File: src/rtl/eq_pkg.sv
// Shared FSM state type, default parameters and unity-gain helper for the equaliser band mixer.
// EQ_BAND_MIXER_RAMP_EN (when defined) turns on one-LSB-per-sample gain ramping in eq_gain_bank.
package eq_pkg;

  typedef enum logic [1:0] {
    ST_IDLE  = 2'd0,
    ST_ACC   = 2'd1,
    ST_SCALE = 2'd2,
    ST_OUT   = 2'd3
  } state_t;

  localparam int DEF_NUM_BANDS = 3;
  localparam int DEF_DATA_W    = 24;
  localparam int DEF_GAIN_W    = 8;
  localparam int DEF_GAIN_FRAC = 7;

  function automatic int unity_gain(input int frac);
    return 1 << frac;
  endfunction

  localparam int GAIN_UNITY = 1 << DEF_GAIN_FRAC;

endpackage

File: src/rtl/eq_gain_bank.sv
// Per-band target/effective gain registers with write decode; effective gains update only when i_step pulses.
// EQ_BAND_MIXER_RAMP_EN: effective gain walks one LSB toward target per step; otherwise it tracks target directly.
module eq_gain_bank
  import eq_pkg::*;
#(
  parameter int NUM_BANDS = DEF_NUM_BANDS,
  parameter int GAIN_W    = DEF_GAIN_W,
  parameter int GAIN_FRAC = DEF_GAIN_FRAC,
  parameter int IDX_W     = $clog2(NUM_BANDS)
) (
  input  logic                        clk,
  input  logic                        reset_n,
  input  logic                        i_wr_en,
  input  logic [IDX_W-1:0]            i_wr_band,
  input  logic [GAIN_W-1:0]           i_wr_data,
  input  logic                        i_step,
  output logic [NUM_BANDS*GAIN_W-1:0] o_gain_eff
);

  localparam logic [GAIN_W-1:0] UNITY = GAIN_W'(unity_gain(GAIN_FRAC));

`ifndef EQ_BAND_MIXER_RAMP_EN
  logic w_step_unused;
  assign w_step_unused = i_step;
`endif

  for (genvar b = 0; b < NUM_BANDS; b++) begin : g_band
    logic              w_wr_hit;
    logic [GAIN_W-1:0] r_tgt;

    // Out-of-range band indices never match any band, so those writes drop.
    assign w_wr_hit = i_wr_en && (i_wr_band == IDX_W'(b));

    always_ff @(posedge clk or negedge reset_n) begin
      if (!reset_n) begin
        r_tgt <= UNITY;
      end else if (w_wr_hit) begin
        r_tgt <= i_wr_data;
      end
    end

`ifdef EQ_BAND_MIXER_RAMP_EN
    logic [GAIN_W-1:0] r_eff;
    logic [GAIN_W-1:0] w_eff_nxt;

    always_comb begin
      w_eff_nxt = r_eff;
      if (r_eff < r_tgt) begin
        w_eff_nxt = r_eff + 1'b1;
      end else if (r_eff > r_tgt) begin
        w_eff_nxt = r_eff - 1'b1;
      end
    end

    always_ff @(posedge clk or negedge reset_n) begin
      if (!reset_n) begin
        r_eff <= UNITY;
      end else if (i_step) begin
        r_eff <= w_eff_nxt;
      end
    end

    // The stepped value is what the accepted sample must see.
    assign o_gain_eff[b*GAIN_W +: GAIN_W] = w_eff_nxt;
`else
    assign o_gain_eff[b*GAIN_W +: GAIN_W] = r_tgt;
`endif
  end

endmodule

File: src/rtl/eq_band_mixer.sv
// Weighted sum of NUM_BANDS band samples through one shared multiplier; out_valid NUM_BANDS+2 cycles after accept.
// in_ready only in IDLE, result held until out_ready; EQ_BAND_MIXER_RAMP_EN selects ramped gains.
module eq_band_mixer
  import eq_pkg::*;
#(
  parameter int NUM_BANDS = DEF_NUM_BANDS,
  parameter int DATA_W    = DEF_DATA_W,
  parameter int GAIN_W    = DEF_GAIN_W,
  parameter int GAIN_FRAC = DEF_GAIN_FRAC
) (
  input  logic                         clk,
  input  logic                         reset_n,
  input  logic [NUM_BANDS*DATA_W-1:0]  band_data,
  input  logic                         in_valid,
  output logic                         in_ready,
  input  logic                         gain_wr_en,
  input  logic [$clog2(NUM_BANDS)-1:0] gain_wr_band,
  input  logic [GAIN_W-1:0]            gain_wr_data,
  output logic [DATA_W-1:0]            out_data,
  output logic                         out_valid,
  input  logic                         out_ready,
  output logic                         sat_flag
);

  localparam int IDX_W  = $clog2(NUM_BANDS);
  localparam int PROD_W = DATA_W + GAIN_W + 1;
  localparam int ACC_W  = DATA_W + GAIN_W + IDX_W + 1;

  localparam logic [GAIN_W-1:0]       UNITY   = GAIN_W'(unity_gain(GAIN_FRAC));
  localparam logic signed [ACC_W-1:0] RND     = ACC_W'(1 << (GAIN_FRAC - 1));
  localparam logic signed [ACC_W-1:0] OUT_MAX = $signed({{(ACC_W-DATA_W+1){1'b0}}, {(DATA_W-1){1'b1}}});
  localparam logic signed [ACC_W-1:0] OUT_MIN = $signed({{(ACC_W-DATA_W+1){1'b1}}, {(DATA_W-1){1'b0}}});

  state_t                      r_state;
  state_t                      w_state_nxt;
  logic                        w_accept;
  logic                        w_last;

  logic signed [DATA_W-1:0]    r_smp  [NUM_BANDS];
  logic        [GAIN_W-1:0]    r_gain [NUM_BANDS];
  logic [NUM_BANDS*GAIN_W-1:0] w_gain_eff;
  logic        [IDX_W-1:0]     r_idx;
  logic signed [ACC_W-1:0]     r_acc;
  logic        [DATA_W-1:0]    r_out_data;
  logic                        r_sat;

  logic signed [DATA_W-1:0]    w_smp;
  logic signed [PROD_W-1:0]    w_smp_ext;
  logic signed [PROD_W-1:0]    w_gain_ext;
  logic signed [PROD_W-1:0]    w_prod;
  logic signed [ACC_W-1:0]     w_prod_ext;
  logic signed [ACC_W-1:0]     w_rnd;
  logic signed [ACC_W-1:0]     w_shift;
  logic                        w_clip_hi;
  logic                        w_clip_lo;

  eq_gain_bank #(
    .NUM_BANDS (NUM_BANDS),
    .GAIN_W    (GAIN_W),
    .GAIN_FRAC (GAIN_FRAC),
    .IDX_W     (IDX_W)
  ) u_gain_bank (
    .clk        (clk),
    .reset_n    (reset_n),
    .i_wr_en    (gain_wr_en),
    .i_wr_band  (gain_wr_band),
    .i_wr_data  (gain_wr_data),
    .i_step     (w_accept),
    .o_gain_eff (w_gain_eff)
  );

  assign w_last = (r_idx == IDX_W'(NUM_BANDS - 1));

  always_ff @(posedge clk or negedge reset_n) begin
    if (!reset_n) begin
      r_state <= ST_IDLE;
    end else begin
      r_state <= w_state_nxt;
    end
  end

  always_comb begin
    w_state_nxt = r_state;
    in_ready    = 1'b0;
    out_valid   = 1'b0;
    w_accept    = 1'b0;
    case (r_state)
      ST_IDLE: begin
        in_ready = 1'b1;
        if (in_valid) begin
          w_accept    = 1'b1;
          w_state_nxt = ST_ACC;
        end
      end
      ST_ACC: begin
        if (w_last) begin
          w_state_nxt = ST_SCALE;
        end
      end
      ST_SCALE: begin
        w_state_nxt = ST_OUT;
      end
      ST_OUT: begin
        out_valid = 1'b1;
        if (out_ready) begin
          w_state_nxt = ST_IDLE;
        end
      end
      default: begin
        w_state_nxt = ST_IDLE;
      end
    endcase
  end

  // Gain is unsigned, so it enters the signed product with a zero sign bit.
  assign w_smp      = r_smp[r_idx];
  assign w_smp_ext  = {{(GAIN_W+1){w_smp[DATA_W-1]}}, w_smp};
  assign w_gain_ext = {{(DATA_W+1){1'b0}}, r_gain[r_idx]};
  assign w_prod     = w_smp_ext * w_gain_ext;
  assign w_prod_ext = {{IDX_W{w_prod[PROD_W-1]}}, w_prod};

  assign w_rnd     = r_acc + RND;
  assign w_shift   = w_rnd >>> GAIN_FRAC;
  assign w_clip_hi = (w_shift > OUT_MAX);
  assign w_clip_lo = (w_shift < OUT_MIN);

  always_ff @(posedge clk or negedge reset_n) begin
    if (!reset_n) begin
      for (int b = 0; b < NUM_BANDS; b++) begin
        r_smp[b]  <= '0;
        r_gain[b] <= UNITY;
      end
      r_idx      <= '0;
      r_acc      <= '0;
      r_out_data <= '0;
      r_sat      <= 1'b0;
    end else begin
      if (w_accept) begin
        for (int b = 0; b < NUM_BANDS; b++) begin
          r_smp[b]  <= band_data[b*DATA_W +: DATA_W];
          r_gain[b] <= w_gain_eff[b*GAIN_W +: GAIN_W];
        end
        r_idx <= '0;
        r_acc <= '0;
      end else if (r_state == ST_ACC) begin
        r_acc <= r_acc + w_prod_ext;
        r_idx <= r_idx + 1'b1;
      end else if (r_state == ST_SCALE) begin
        if (w_clip_hi) begin
          r_out_data <= OUT_MAX[DATA_W-1:0];
        end else if (w_clip_lo) begin
          r_out_data <= OUT_MIN[DATA_W-1:0];
        end else begin
          r_out_data <= w_shift[DATA_W-1:0];
        end
        r_sat <= w_clip_hi || w_clip_lo;
      end
    end
  end

  assign out_data = r_out_data;
  assign sat_flag = r_sat;

endmodule

File: config.mk
export PLATFORM = sky130hd
export DESIGN_NAME = eq_band_mixer
export DESIGN_NICKNAME = d
export VERILOG_FILES = /design/src/rtl/eq_pkg.sv /design/src/rtl/eq_gain_bank.sv /design/src/rtl/eq_band_mixer.sv
export SDC_FILE = /design/constraint.sdc
export NUM_CORES = 1
export LEC_CHECK = 0
export CELL_PAD_IN_SITES_DETAIL_PLACEMENT = 1
export CELL_PAD_IN_SITES_GLOBAL_PLACEMENT = 1
export CORE_ASPECT_RATIO = 0.7
export CORE_UTILIZATION = 40
export DETAILED_ROUTE_END_ITERATION = 10
export PLACE_DENSITY_LB_ADDON = 0.12
export REMOVE_ABC_BUFFERS = 1
export SKIP_LAST_GASP = 1
export SYNTH_ARGS = -nofsm -noshare
export SYNTH_HDL_FRONTEND = slang
export SYNTH_SLANG_ARGS = --single-unit
File: constraint.sdc
create_clock -name clk -period 8.5 [get_ports clk]
set_input_delay 1.275 -clock clk [delete_from_list [all_inputs] [get_ports clk]]
set_output_delay 1.275 -clock clk [all_outputs]
set_load 0.01 [all_outputs]
; After elaboration in Yosys (flattened, before gate mapping)
; Index checks and enable logic that the tools add are counted.
[classes]
add_sub_neg = 3
multipliers = 1
magnitude_cmp = 3
eq_ne = 9
n_mux = 20
n_bitwise = 3
reduce_logical = 9
[op_table]
columns = operator, count
row1 = two-way mux 24 bit, 4
row2 = two-way mux 35 bit, 2
row3 = binary-select mux 24 bit (select 2 bit), 1
row4 = adder 35 x 33 -> 35 bit, 1
row5 = "adder 35 x 8 -> 35 bit, second input constant", 1
row6 = multiplier 24 x 9 -> 33 bit, 1
row7 = "greater-than comparator 28 x 24 -> 1 bit, second input constant", 1
row8 = "less-than comparator 28 x 24 -> 1 bit, second input constant", 1
row9 = binary-select mux 8 bit (select 2 bit), 1
row10 = two-way mux 8 bit, 2
row11 = two-way mux 2 bit, 5
row12 = "== test 2 bit, second input constant", 4
row13 = case mux 2 bit (4 select lines), 1
row14 = "inequality test 2 bit, second input constant", 3
row15 = AND reduction 3 bit, 2
row16 = "== test 2 x 1 -> 1 bit, second input constant", 2
row17 = logical NOT 2 bit, 2
row18 = two-way mux 1 bit, 4
row19 = "greater-or-equal comparator 3 bit, second input constant", 1
row20 = logical AND 1 bit, 3
row21 = NOT 2 -> 3 bit, 1
row22 = "adder 2 x 1 -> 2 bit, second input constant", 1
row23 = NOT 1 bit, 2
row24 = nonzero test 2 bit, 1
row25 = logical OR 1 bit, 1
[word_totals]
reg_bits = 184
input_bits = 87
out_inout_bits = 27
word_cells = 62

; Depth between registers and ports, before layout
[depth]
word_depth = 8
mapped_depth = 26
ltp_nobuf = 24

; By module
; A second synthesis with hierarchy kept.
[unflattened]
cells_unflattened = 1843
hier_area_um2 = 16216.8
[by_module_without_submodules]
columns = module, instances, cells_per_inst, area_per_inst_um2, seq_area_each_um2
row1 = eq_band_mixer, 1, 1792, 15300.9, 4007.6
row2 = eq_gain_bank, 1, 51, 915.9, 604.3

; Worst setup path before layout
; OpenSTA, ideal clock, no wires.
[synth_timing]
kind = flip-flop to flip-flop
start = register r_idx[1]
end = register r_acc[27]
setup_ps = 125
arrival_ps = 6700
t_required_ps = 8375
setup_slack_ps = 1675
stages_incl_launch_ff = 25
period_less_slack_ps = 6825
cell_sequence = dfrtp_1 -> clkbuf_1 -> clkbuf_1 -> mux2i_1 -> nor2_1 -> a21oi_1 -> clkbuf_1 -> nor2_1 -> fa_1 -> fa_1 -> fa_1 -> fa_1 -> inv_1 -> fa_1 -> inv_1 -> ha_1 -> clkbuf_1 -> a21o_1 -> a31oi_1 -> nor2_1 -> a21oi_1 -> a31oi_1 -> a2111oi_1 -> nor4_1 -> a2111oi_0
[synth_between]
elab_chain_len = 8
[synth_rtl]
columns = element, line_no
row1 = "start, declared", eq_band_mixer.sv:42  ; logic [IDX_W-1:0] r_idx;
row2 = "start signal, assigned", eq_band_mixer.sv:147  ; r_idx <= r_idx + 1'b1;
row3 = NOT 2 -> 3 bit (not written as such) (*), "eq_band_mixer.sv:116, eq_band_mixer.sv:118"
row4 = binary-select mux 24 bit (select 2 bit) or binary-select mux 8 bit (select 2 bit) (tied branches), "eq_band_mixer.sv:116, eq_band_mixer.sv:118"
row5 = two-way mux 24 bit (not written as such) or two-way mux 8 bit (tied branches) (2 in a row), "eq_band_mixer.sv:116, eq_band_mixer.sv:118"
row6 = multiplier 24 x 9 -> 33 bit (*), eq_band_mixer.sv:119  ; assign w_prod = w_smp_ext * w_gain_ext;
row7 = adder 35 x 33 -> 35 bit (*), eq_band_mixer.sv:146  ; r_acc <= r_acc + w_prod_ext;
row8 = two-way mux 35 bit (*), eq_band_mixer.sv:145  ; end else if (r_state == ST_ACC) begin
row9 = two-way mux 35 bit (*), eq_band_mixer.sv:138  ; if (w_accept) begin
row10 = "end signal, assigned", eq_band_mixer.sv:146
row11 = "end, declared", eq_band_mixer.sv:43  ; logic signed [ACC_W-1:0] r_acc;
; Mark *: on every way between the ends. The rest lies on a longest branch, timed or not. The select of a mux whose other input is x is not followed.
; A chain may end at the register's enable or synchronous reset.

; Worst setup path after layout
[layout_timing]
start = register r_idx[1]
end = register r_acc[32]
; Same word-level chain as after synthesis.

==> flow_metrics.py <==
metrics = {
    "outcome": {
        "status": "completed",
    },
    "timing": {
        "tns_ns": 0,
        "whs_ns": 0.462,
        "hold_viol": 0,
        "clock-skew-final_ns": 0.0230,
        "fmax_ghz": 0.132,
        "slew_headroom_pct": 23.0,
        "worstMarginPinSlew_ns": 1.15,
        "period_share_pct": 88.9,
        "setup_slack_ns": 0.941,
        "slew_viol_final": 0,
        "period_minus_slack_ns": 7.56,
        "rsz0062_at_grt": "no",
        "finalSetupViolations": 0,
    },
    "layout": {
        "fillers": 4704,
        "layout.nets": 2269,
        "layout-drive-gt1-share_pct": 6.21,
        "design_area_mm2": 0.0186,
        "num_antenna_cells": 0,
        "synthToLayoutAreaGrowth_pct": 13.9,
    },
    "yosys": {
        "postSynth.topFlopCell": "dfrtp_1",
        "avgSynthCellArea_um2": 8.83,
        "yosysUniqueCellTypes": 64,
        "ys_ff_latch": 184,
        "synth_edf_count": 0,
        "syn_area_mm2": 0.0163,
        "ys_seq_area_share_pct": 28.3,
        "yosys_warnings": 0,
        "synthCells": 1846,
        "async_reset_ff_share_pct": 100,
    },
    "critical_path": {
        "r2r-start": "r_idx[1]$_DFFE_PN0P_",
        "r2r_setup_slack_ns": 0.94,
        "start_kind": "register",
        "crit_path_end": "r_acc[32]$_DFFE_PN0P_",
        "worstRegToRegCells": 22,
        "cp-startpoint": "r_idx[1]$_DFFE_PN0P_",
        "crit_type": "register to register",
        "crit_path_end_kind": "register",
        "critPathArrivalTime_ns": 7.95,
        "r2r-end": "r_acc[32]$_DFFE_PN0P_",
        "cp.required_ns": 8.90,
        "cp_max_fo": 20,
    },
    "global_route": {
        "antenna_found_initial": 0,
        "grt_use_met1_pct": 29.9,
        "overflow": 0,
        "grt_pass1_wl_um": 72800,
        "grtUsageTotal_pct": 22.2,
        "grt_pass1_vias": 14100,
        "met3_usage_pct": 2.64,
        "grt_max_degree": 107,
        "top_usage_layer": "met2",
        "met2_usage_pct": 38.2,
    },
    "job": {
        "max-cap-violations": 0,
    },
    "floorplan": {
        "top_level_ports": 114,
        "coreArea_mm2": 0.0399,
        "start_util_pct": 40.8,
        "rows": 61,
        "die_x_um": 243,
        "fp.dieH_um": 171,
        "dieArea_mm2": 0.0416,
    },
    "routing": {
        "drt-initial-drc-count": 589,
        "post_drt_wl_per_cell_um": 17.3,
        "first_pass_iters": 5,
        "vias_per_cell": 5.14,
        "vias": 12700,
        "drtAntennaViolNets": 0,
        "route.final.wire_length_um": 42600,
        "route.detailed.drc": 0,
    },
    "clocking": {
        "cts_root_buf": "clkbuf_16",
        "cts.path.max_buffers": 2,
        "post_cts.repair.setup_buffers": 0,
        "h-tree-depth": 4,
        "cts_buffers": 17,
        "post_cts_resized": 0,
        "clkTransAtPathRegs_ns": 0.09,
        "clkLatencyLatePin_ns": 0.47,
        "cts_hold_buf": 0,
        "clock_sinks": 184,
        "cts_tree": "built",
    },
    "hold_path": {
        "hold_path.class": "register to register",
    },
    "placement": {
        "dp_hpwl_um": 33300,
        "place_ws_ns": 1.05,
        "portBuffers": 113,
        "gp_congestion": 0.841,
        "dpl-instance-area_mm2": 0.0179,
    },
}
==> worst max-delay path: stages (launching register included) <==
cell and delay, ns:
dfrtp_2 0.73, buf_4 0.46, mux2i_1 0.25, nor2_1 0.06
a21oi_1 0.54, nand2b_1 0.24, inv_1 0.11, fa_1 0.50
inv_1 0.17, fa_1 0.57, inv_1 0.05, fa_1 0.49
fa_1 0.58, inv_1 0.07, fa_1 0.49, inv_1 0.04
ha_1 0.37, nand2_1 0.10, o21ai_0 0.52, a2111oi_2 0.19
o41a_1 0.44, or3_1 0.32, a31oi_1 0.16
==> metal layers <==
layer	part of all wire, %	vias up
met2	49	137
met1	48	6532
met5	0	-
met4	1.3	0
li1	-	5966
met3	2.3	38
==> cells in the final DEF (no fill, tap or decap), types with 3 or more instances in the layout <==
cell type | synthesis | layout
a2111oi_0 | 3 | 3
a211oi_1 | 14 | 14
a21o_1 | 41 | 41
a21oi_1 | 78 | 77
a31oi_1 | 5 | 5
and2_1 | 4 | 3
and3_1 | 12 | 12
buf_4 | 0 | 15
clkbuf_16 | 0 | 17
clkdlybuf4s50_1 | 0 | 112
clkinv_8 | 0 | 6
dfrtp_1 | 178 | 177
dfstp_2 | 6 | 6
fa_1 | 183 | 183
ha_1 | 81 | 80
inv_1 | 280 | 280
mux2_2 | 24 | 24
mux2i_1 | 46 | 46
nand2_1 | 409 | 408
nand2b_1 | 7 | 7
nand3_1 | 17 | 17
nand3b_1 | 4 | 4
nand4_1 | 7 | 7
nor2_1 | 187 | 186
nor2b_1 | 11 | 11
nor3_1 | 15 | 15
o21a_1 | 6 | 6
o21ai_0 | 30 | 29
o221ai_1 | 3 | 3
o221ai_2 | 20 | 20
o22ai_1 | 3 | 3
o31a_1 | 3 | 3
or2_2 | 7 | 7
xnor2_1 | 37 | 37
xor2_1 | 9 | 9
==> worst min path at each step <==
stage	from	endpoint	cells past startpoint	slack, ns
after floorplan	u_gain_bank.g_band[1].r_tgt[7]$_DFFE_PN1P_	r_gain[15]$_DFFE_PN1P_	2	0.43
after global placement	u_gain_bank.g_band[0].r_tgt[4]$_DFFE_PN0P_	r_gain[20]$_DFFE_PN0P_	2	0.45
after detailed placement	u_gain_bank.g_band[1].r_tgt[7]$_DFFE_PN1P_	r_gain[15]$_DFFE_PN1P_	2	0.46
after CTS	u_gain_bank.g_band[2].r_tgt[7]$_DFFE_PN1P_	r_gain[7]$_DFFE_PN1P_	2	0.47
after global routing	r_gain[15]$_DFFE_PN1P_	r_gain[15]$_DFFE_PN1P_	2	0.48
final	u_gain_bank.g_band[2].r_tgt[7]$_DFFE_PN1P_	r_gain[7]$_DFFE_PN1P_	2	0.46
==> final cells by class <==
| cell class | instances | area [µm²] | area share [%] |
|---|---|---|---|
| Multi-Input combinational cell | 1307 | 10400 | 55.8 |
| Sequential cell | 184 | 4610 | 24.8 |
| Timing Repair Buffer | 128 | 1250 | 6.72 |
| Inverter | 280 | 1050 | 5.66 |
| Tap cell | 535 | 669 | 3.61 |
| Clock buffer | 17 | 425 | 2.29 |
| Clock inverter | 15 | 194 | 1.04 |
==> kinds of logic after synthesis <==
group	after synthesis	synth area share [%]
simple gates	694	17.5
xor+xnor	47	2.57
mux	70	4.48
flops	184	28.3
buf+inv	355	8.31
compound gates	232	10.2
fa+ha+maj	264	28.7
==> sequential cells by signal, indices dropped and copies added, names as in the netlist <==
signal / flops
u_gain_bank.g_band.r_tgt: 24
r_gain: 24
out_data: 24
r_idx: 2
r_acc: 35
r_smp: 72
sat_flag: 1
r_state: 2
==> through the flow <==
step	util, %	instances
global route	46.5	2466
detailed placement	45.0	2434
floorplan	-	1771
global placement	45.0	2434
finish	46.5	2466
CTS	46.5	2466
==> synth_stat cells, types with 4 or more instances <==
cell,instances,area share [%]
or2_2,7,0.27
a21oi_1,78,2.4
a31oi_1,5,0.19
a211oi_1,14,0.64
a21o_1,41,1.9
dfrtp_1,178,27
and3_1,12,0.46
nor2_1,187,4.3
clkbuf_1,58,1.3
o21a_1,6,0.28
nand2_1,409,9.4
nor2b_1,11,0.42
nand4_1,7,0.27
and2_1,4,0.15
nor3_1,15,0.46
dfstp_2,6,0.97
mux2i_1,46,2.8
nand2b_1,7,0.27
nand3b_1,4,0.18
fa_1,183,22
buf_1,9,0.21
xor2_1,9,0.48
inv_1,280,6.4
o221ai_2,20,1.8
ha_1,81,6.2
buf_2,6,0.18
nand3_1,17,0.52
xnor2_1,37,2.0
o21ai_0,30,0.92
mux2_2,24,1.7
Power is left out: the tool's default activity adds up to more than one toggle a clock period on the data nets, which glitch-free logic cannot reach.
==> RTL edit (same settings) <==
Build with the macro `EQ_BAND_MIXER_RAMP_EN` defined.
--- a/src/rtl/eq_gain_bank.sv
+++ b/src/rtl/eq_gain_bank.sv
@@ -2,2 +2,4 @@
 // EQ_BAND_MIXER_RAMP_EN: effective gain walks one LSB toward target per step; otherwise it tracks target directly.
+`define EQ_BAND_MIXER_RAMP_EN
+
 module eq_gain_bank
Formal check against the unedited RTL: same outputs for any inputs over 4 cycles, from zero or initial values and one cycle with reset_n low; that may be too few to reach the edited logic, so the function may still have changed.
==> RTL edit against the original RTL <==
- wire length up 9.8%
- clock skew fell by 0.0020 ns
- core utilization decreased by 0.33 points
- cell area increased by 5.7%
- sequential cell count stayed put
- synthesized area rose by 6.2%
- synthesized cell count rose by 5.0%
- worst setup slack better by 0.14 ns
- die area is 6.2% higher
- critical path type unchanged
- critical endpoint is now r_acc[34]
- highest routed layer unchanged
Power is left out: the tool's default activity adds up to more than one toggle a clock period on the data nets, which glitch-free logic cannot reach.
==> RTL edit: results (changes against the original RTL) <==
| Metric | Value |
|---|---|
| Worst path arrival time | `7.76 ns (-0.19 ns)` |
| Commonest cells in the netlist | `nand2_1 (355), inv_1 (274), nor2_1 (208)` |
| Clock skew | `0.0210 ns (-0.00200 ns)` |
| Main area contributors after synthesis | `dfrtp_1 (26%), fa_1 (21%), ha_1 (8.9%)` |
| Hold path start | `r_smp[71]` |
| Setup Viol. Count Final | `0 (unchanged)` |
| Iter 0 DRT Violations | `639 (+8.5%)` |
| PortBufs | `113 (unchanged)` |
| CP max FO | `22 (+10%)` |
| Total CTS buffers | `17 (unchanged)` |
| Post-DP HPWL | `37400 µm (+12%)` |
| WL per Instance | `18.1 µm (+4.7%)` |
| Worst R2R Start | `r_idx[1]` |
| Dominant synthesized flop cell | `dfrtp_1` |
| Post-synthesis mux area share | `4.75% (+0.26 points)` |
| Clk_lat worst skew | `0.48 ns` |
| Post-synthesis compound-gate area fraction | `10.5% (+0.28 points)` |
| FF-to-FF setup slack | `1.08 ns (+0.14 ns)` |
| Antenna Cells | `0 (unchanged)` |
| Gr usage total | `23.0% (+0.82 points)` |
| Fillers | `4905 (+4.3%)` |
| Largest net degree at the start of global routing | `78 (-27%)` |
| Root Driver | `clkbuf_16` |
| Register area share after synthesis | `26.6% (-1.7 points)` |
| XOR/XNOR Fraction of Synth Area | `3.47% (+0.90 points)` |
| Hold Path Sink | `r_smp[71]` |
| Routability cong. | `0.878 (+4.4%)` |
| CP startpoint kind | `flop` |
| Yosys cell types | `76 (+19%)` |
| Asr flop ratio synth | `100% (unchanged)` |
| Hold slack | `0.476 ns (+0.0137 ns)` |
| Initial antenna violation count | `1 (+1)` |
| Max clock buf depth | `2 (unchanged)` |
| Nets | `2418 (+6.6%)` |
| R2R cell count | `24 (+9.1%)` |
| Post-CTS Setup Repair Bufs | `0 (unchanged)` |
| CTS-repair resized insts | `0 (unchanged)` |
| DR vias/cell | `5.23 (+1.7%)` |
| Worst-Margin Slew | `1.01 ns (-0.144 ns)` |
| Top flop regs | `r_smp: 72 flops, r_acc: 35 flops` |
| Slowest stage cell, crit path | `dfrtp_2` |
| Adder-cell area share of the yosys netlist | `30.4% (+1.7 points)` |
| Hold Path Depth | `2 (unchanged)` |
| CTS clock-pin slew for the worst setup and hold paths | `0.08 ns` |
| RR Endpoint | `r_acc[34]` |
| Synth Warn # | `0 (unchanged)` |
| CP max stage delay | `0.82 ns (+0.09 ns)` |
| Hold_buf cts | `0 (unchanged)` |
| Global-route wire length before repair | `79900 µm (+9.7%)` |
| Max H-tree Level | `4 (unchanged)` |
| Share of cells above drive strength 1 | `5.75% (-0.46 points)` |
| Outcome | `finished clean` |
| Vias in the first global route | `15000 (+6.5%)` |
| Pre-antenna DRT Iters | `5 (unchanged)` |
| DP Area | `0.0190 mm² (+6.0%)` |
| Hold WC Path Type | `reg2reg` |
-- RTL edit: logic make-up (layout without fill, tap and decap cells) --
family,after synthesis,count (layout)
xor gates and xnor gates,67,67
buffers and inverters,345,440
adders and majority gates,309,309
muxes,78,78
DFF,184,184
and+or+nand+nor,678,678
AOI/OAI and AO/OA,278,278
-- RTL edit: critical path: cells and delay by family, from the launching register on --
family | cells | cell delay (ns)
AO/OA/AOI/OAI | 6 | 1.56
adder cells (fa/ha/maj) | 6 | 3.03
AND/OR/NAND/NOR | 4 | 0.65
flip-flops | 1 | 0.82
buffers and inverters | 6 | 0.85
multiplexers | 1 | 0.26
XOR/XNOR | 1 | 0.08
-- RTL edit: routing by layer --
layer	track usage, %	up-vias	part of all wire (%)
li1	-	6365	-
met1	32.3	6957	49
met2	38.0	168	47
met3	3.29	31	2.9
met4	4.60	0	1.1
met5	0	-	0
-- RTL edit: metrics by stage --
step,cells,utilization [%]
floorplan,1871,-
global placement,2555,44.8
detailed placement,2555,44.8
CTS,2586,46.2
global route,2586,46.2
finish,2586,46.2
-- RTL edit: how the worst max path moves through the flow --
stage / from / endpoint / slack, ns / cells after the start
2_1_floorplan: r_idx[1] / r_acc[34] / 0.02 / 21
3_3_place_gp: r_idx[1] / r_acc[34] / 1.18 / 24
3_5_place_dp: r_idx[1] / r_acc[34] / 1.05 / 24
4_1_cts: r_idx[1] / r_acc[34] / 1.03 / 24
5_1_grt: r_idx[1] / r_acc[34] / 0.44 / 24
6_report: r_idx[1] / r_acc[34] / 1.08 / 24
-- RTL edit: final cells by class --
cell class                      instances  area share [%]
Clock inverter                         13           0.816
Tap cell                              552            3.52
Inverter                              277            5.30
Multi-Input combinational cell       1410            58.1
Timing Repair Buffer                  132            6.51
Sequential cell                       184            23.5
Clock buffer                           18            2.24
